--- src/rtl/result_display_if.sv ---
// Result-display bus: load/value request, busy status and the multiplexed 7-segment drive.
interface result_display_if;
  logic        load;
  logic [15:0] value;
  logic        busy;
  logic        OVF;
  logic [7:0]  SEG;
  logic [3:0]  AN;

  modport master (output load, value, input busy, OVF, SEG, AN);
  modport slave  (input load, value, output busy, OVF, SEG, AN);
endinterface

--- src/rtl/result_display.sv ---
// Binary-to-BCD result display with 4-digit scanned 7-seg drive; LEADING_ZERO_BLANK_EN blanks leading zeros.
// Latency: 16 busy cycles per conversion; a load while busy is dropped, display scanning never stalls.
module result_display #(
  parameter logic [15:0] SCAN_DIV = 16'd50000
) (
  input logic             Clock,
  input logic             Reset,
  result_display_if.slave bus
);

  typedef enum logic {
    S_IDLE = 1'b0,
    S_CONV = 1'b1
  } state_t;

  state_t      state_q;
  logic        busy_q;
  logic        ovf_q;
  logic [15:0] digits_q;
  logic [15:0] sr_q;
  logic [19:0] bcd_q;
  logic [4:0]  cnt_q;

  logic [19:0] bcd_adj;
  logic [19:0] bcd_d;
  logic [15:0] sr_d;

  logic [15:0] presc_q;
  logic [1:0]  idx_q;

  logic [3:0]  digit;
  logic        lead_blank;
  logic [7:0]  seg_d;

  // One double-dabble step: correct nibbles >=5, then shift the whole chain left.
  always_comb begin
    bcd_adj = bcd_q;
    for (int i = 0; i < 5; i++) begin
      if (bcd_q[4*i +: 4] >= 4'd5) begin
        bcd_adj[4*i +: 4] = bcd_q[4*i +: 4] + 4'd3;
      end
    end
    {bcd_d, sr_d} = {bcd_adj, sr_q} << 1;
  end

  always_ff @(posedge Clock or negedge Reset) begin
    if (!Reset) begin
      state_q  <= S_IDLE;
      busy_q   <= 1'b0;
      ovf_q    <= 1'b0;
      digits_q <= 16'h0000;
      sr_q     <= 16'h0000;
      bcd_q    <= 20'h00000;
      cnt_q    <= 5'd0;
    end else begin
      case (state_q)
        S_IDLE: begin
          if (bus.load) begin
            sr_q    <= bus.value;
            bcd_q   <= 20'h00000;
            cnt_q   <= 5'd0;
            state_q <= S_CONV;
            busy_q  <= 1'b1;
          end
        end
        S_CONV: begin
          sr_q  <= sr_d;
          bcd_q <= bcd_d;
          cnt_q <= cnt_q + 5'd1;
          if (cnt_q == 5'd15) begin
            digits_q <= bcd_d[15:0];
            ovf_q    <= |bcd_d[19:16];
            state_q  <= S_IDLE;
            busy_q   <= 1'b0;
          end
        end
        default: begin
          state_q <= S_IDLE;
          busy_q  <= 1'b0;
        end
      endcase
    end
  end

  // Scan timing is free-running and deliberately decoupled from the converter.
  always_ff @(posedge Clock or negedge Reset) begin
    if (!Reset) begin
      presc_q <= 16'd0;
      idx_q   <= 2'd0;
    end else if (presc_q == SCAN_DIV - 16'd1) begin
      presc_q <= 16'd0;
      idx_q   <= idx_q + 2'd1;
    end else begin
      presc_q <= presc_q + 16'd1;
    end
  end

  always_comb begin
    digit      = digits_q[{idx_q, 2'b00} +: 4];
    lead_blank = 1'b0;
`ifdef LEADING_ZERO_BLANK_EN
    case (idx_q)
      2'd3:    lead_blank = (digits_q[15:12] == 4'd0);
      2'd2:    lead_blank = (digits_q[15:8] == 8'd0);
      2'd1:    lead_blank = (digits_q[15:4] == 12'd0);
      default: lead_blank = 1'b0;
    endcase
`endif
    case (digit)
      4'd0:    seg_d = 8'hC0;
      4'd1:    seg_d = 8'hF9;
      4'd2:    seg_d = 8'hA4;
      4'd3:    seg_d = 8'hB0;
      4'd4:    seg_d = 8'h99;
      4'd5:    seg_d = 8'h92;
      4'd6:    seg_d = 8'h82;
      4'd7:    seg_d = 8'hF8;
      4'd8:    seg_d = 8'h80;
      4'd9:    seg_d = 8'h90;
      default: seg_d = 8'hFF;
    endcase
    if (lead_blank) begin
      seg_d = 8'hFF;
    end
    if (ovf_q) begin
      seg_d = 8'hBF;
    end
  end

  assign bus.AN   = ~(4'b0001 << idx_q);
  assign bus.SEG  = seg_d;
  assign bus.busy = busy_q;
  assign bus.OVF  = ovf_q;

endmodule

--- src/flat_wrapper.sv ---
// flat-port wrapper written by rule: the top's interface ports become plain ports
module result_display_flat 
#(
  parameter logic [15:0] SCAN_DIV = 16'd50000
)
  (Clock, Reset, bus_load, bus_value, bus_busy, bus_OVF, bus_SEG, bus_AN);
  result_display_if bus_i ();
  input logic Clock;
  input logic Reset;
  input wire logic [$bits(bus_i.load)-1:0] bus_load;
  input wire logic [$bits(bus_i.value)-1:0] bus_value;
  output wire logic [$bits(bus_i.busy)-1:0] bus_busy;
  output wire logic [$bits(bus_i.OVF)-1:0] bus_OVF;
  output wire logic [$bits(bus_i.SEG)-1:0] bus_SEG;
  output wire logic [$bits(bus_i.AN)-1:0] bus_AN;
  assign bus_i.load = bus_load;
  assign bus_i.value = bus_value;
  assign bus_busy = bus_i.busy;
  assign bus_OVF = bus_i.OVF;
  assign bus_SEG = bus_i.SEG;
  assign bus_AN = bus_i.AN;
  result_display #(.SCAN_DIV(SCAN_DIV)) u_core (.Clock(Clock), .Reset(Reset), .bus(bus_i));
endmodule
--- config.mk ---
export PLATFORM = sky130hd
export DESIGN_NAME = result_display_flat
export DESIGN_NICKNAME = d
export VERILOG_FILES = /design/src/rtl/result_display_if.sv /design/src/rtl/result_display.sv /design/src/flat_wrapper.sv
export SDC_FILE = /design/constraint.sdc
export NUM_CORES = 1
export LEC_CHECK = 0
export CAP_MARGIN = 15
export CORE_UTILIZATION = 55
export CTS_BUF_LIST = sky130_fd_sc_hd__clkbuf_8
export CTS_CLUSTER_DIAMETER = 120
export DETAILED_ROUTE_END_ITERATION = 10
export GPL_TIMING_DRIVEN = 0
export PLACE_DENSITY = 0.79
export SYNTH_ARGS = -nofsm -noshare
export SYNTH_HDL_FRONTEND = slang
export SYNTH_SLANG_ARGS = --single-unit
--- constraint.sdc ---
create_clock -name Clock -period 2.35 [get_ports Clock]
set_clock_uncertainty 0.15 [all_clocks]
set_input_delay 0.705 -clock Clock [delete_from_list [all_inputs] [get_ports Clock]]
set_output_delay 0.705 -clock Clock [all_outputs]
set_load 0.05 [all_outputs]
==> impl_metrics.ini <==
[run_status]
status = finished, violations left
violations = setup timing

[critical_path]
path_cells = buf_6 > mux4_2 > buf_6 > o21a_1 > nor2_4 > buf_6 > o21ai_4 > buf_6
worst_path_max_delay_cell = mux4_2
cp_max_fo = 10
cp-start-kind = flop
path_class = reg -> out
worstSetupEndpointType = output pin
crit_required_ns = 1.49
critical-path-max-stage-delay_ns = 0.50
rrSetupSlack_ns = 0.12
cp_common_cell = buf_6
crit_arrival_ns = 2.23

[route]
first_pass_iters = 4
vias_per_cell = 5.42
drt-initial-drc-count = 180
routedWlPerCell_um = 14.6
drc_errors = 0
met3_length_um = 210
ant_nets = 0
wl_met2_um = 4060
finalWirelength_um = 8170
wl_met1_um = 3750
top_layer = met4
vias = 3026

[yosys]
ys_types = 38
synth_top_family_by_area = simple AND/OR/NAND/NOR gates
synth-xor-area-share_pct = 4.64
yosysTopAreaCellShare_pct = 47.0
synth.cell_area_um2 = 4150
synth.avg_cell_area_um2 = 10.3
yosysMostFrequentCell = dfrtp_1
ys.flop_type = dfrtp_1
yosys-top-cells-count = dfrtp_1 (78), o21ai_0 (37), nand2_1 (34), mux2i_1 (26)
async_flop_share_pct = 100
synth_nets = 445
yosysWarningCount = 0
synth_compound_area_share_pct = 11.0
ys_seq_elements = 78
yosys-top-cells-area = dfrtp_1 (47%), ha_1 (6.9%), mux2i_1 (6.3%), o21ai_0 (4.5%), mux2_2 (3.3%)
synthAdderAreaFrac_pct = 6.93
synth_edf_count = 0
yosysTopAreaCell = dfrtp_1
yosys.area_share.simple_pct = 14.0
ys_seq_area_share_pct = 47.0
synth.mux.area_fraction_pct = 11.8
synth_cells = 403

[floorplan]
die_h_um = 88.9
num_rows = 31
core_area_um2 = 7290
die_w_um = 88.9
start_util_pct = 56.9
io_pins = 33
die_area_um2 = 7900

[timing]
setup-violations-final = 7
fmax_mhz = 324
hold_viol = 0
fin_ws_ns = -0.734
period_needed_ns = 3.08
drv_slew = 0
worstMarginPinSlew_ns = 0.630
fin_crit_sh_pct = 131
relSlewSlack_pct = 58.0
rsz0062_at_grt = true

[global_routing]
grt_antenna_before_repair = 0
globalRouteTotalUtil_pct = 22.6
grt_overflow = 0
grt_pass1_vias = 2899
grt_max_degree = 53
grt_pass1_wl_um = 13400

[power]
power-per-cell-area_nw_per_um2 = 1220
p_leak_nw = 2.35
peakVddDrop_mv = 0.506

[clock_network]
clockRootBuffer = clkbuf_8
numCtsBuffers = 9
cts_tree = yes
insertion_delay_ns = 0.34
clk_pin_slew_worst_paths_ns = 0.08
cts_sinks = 78
cts_buffer_depth = 2
h-tree-depth = 3

[flow_run]
max_cap_violations = 0

[placed_design]
io_buffer_count = 30
dp.final_hpwl_um = 5920
placed_cells = 533
place_congestion = 0.781
placed_cell_area_um2 = 4720

[finish]
insertedDiodeCount = 0
syn_to_final_growth_pct = 21.3
fin_nets = 496
final_cell_area_um2 = 5030
drive_gt1_share_pct = 18.5
final_cell_count_no_fill = 558

[hold_path]
hp-class = in -> async
## worst max-delay path: cells and delay by family (launching register included)
kind | cells | cell delay, ns
DFF | 1 | 0.38
and+or+nand+nor | 1 | 0.21
muxes | 1 | 0.50
buffers and inverters | 4 | 0.61
AOI/OAI and AO/OA | 2 | 0.18
## worst paths after layout
check | from | to | cells after the start
max | u_core.idx_q[0]$_DFFE_PN0N_ | bus_SEG[0] | 8
min | Reset | u_core.presc_q[7]$_DFF_PN0_ | 1
max reg2reg | u_core.cnt_q[0]$_DFFE_PN0P_ | u_core.digits_q[14]$_DFFE_PN0P_ | 6
min reg2reg | u_core.digits_q[4]$_DFFE_PN0P_ | u_core.digits_q[4]$_DFFE_PN0P_ | 2
max in group asynchronous | Reset | u_core.sr_q[12]$_DFFE_PN0P_ | 2
min in group Clock | u_core.digits_q[4]$_DFFE_PN0P_ | u_core.digits_q[4]$_DFFE_PN0P_ | 2
## per-layer routing
metal  vias up  global-route usage (%)
li1       1486                       -
met1      1477                    29.6
met2        48                    38.3
met3        15                    3.26
met4         0                    8.50
met5         -                       0
## timing repair
item / 4_1_cts / 5_1_grt
setup buffers: 6 / 3
endpoints found under the setup margin: 18 / 11
pin swaps: 2 / 5
resized for setup: 77 / 9
hold buffers: 0 / 0
hold endpoints to repair: 0 / 0
## layout by cell type, fill, tap and decap left out, types with 6 or more instances in the layout
cell type        synthesis  layout
buf_6                    2      13
mux2_2                  12      12
nor2_1                  21      20
dfrtp_1                 78      77
nor3_1                   9       8
mux2i_1                 26      26
nand2b_1                15      15
xnor2_1                 15      14
buf_2                    5       6
inv_1                   23      20
xor2_1                   7       7
nor3b_1                 10       8
o21ai_0                 37      33
nand2_1                 34      32
clkbuf_8                 0      11
clkbuf_1                12      11
nand3_1                  7       7
a21oi_1                 16      14
buf_4                    1       7
clkdlybuf4s50_1          0      16
ha_1                    23      21
a21o_1                  12      12
## cell type report
cell class	instances	area (um2)
Clock inverter	5	57.6
Clock buffer	11	151
Fill cell	598	2260
Inverter	23	88.8
Timing Repair Buffer	40	402
Multi-Input combinational cell	282	2160
Tap cell	99	124
Buffer	20	101
Sequential cell	78	1950
## power breakdown
group,switching [mW],leakage [nW],total [mW],internal [mW]
registers,0.332,0.998,2.12,1.78
clock network,0.487,0.0976,1.03,0.547
logic,1.61,1.25,2.97,1.36
## through the flow
stage	utilization [%]	TNS [ns]	hold slack (ns)	power, mW	setup slack, ns
detailed placement	64.7	-7.52	0.316	4.95	-1.08
finish	69.0	-4.96	0.126	6.12	-0.734
global placement	64.4	-186.16	0.310	4.80	-2.30
global route	69.0	-5.67	0.146	6.55	-0.834
CTS	68.6	-5.16	0.125	6.13	-0.774
floorplan	-	-2.18	0.259	4.23	-0.376
## sequential cells by signal, indices dropped and copies added, names as in the netlist
register,cells
u_core.bcd_q,20
u_core.digits_q,16
u_core.presc_q,16
u_core.sr_q,16
u_core.cnt_q,5
u_core.idx_q,2
u_core.bus.OVF,1
u_core.bus.busy,1
u_core.state_q,1
## cell families after synthesis
family	after synthesis
simple gates	116
compound gates	78
flops	78
buf+inv	43
mux	42
fa+ha+maj	23
xor+xnor	22
other cells	1
No activity file was read; power rests on OpenSTA's default activity.
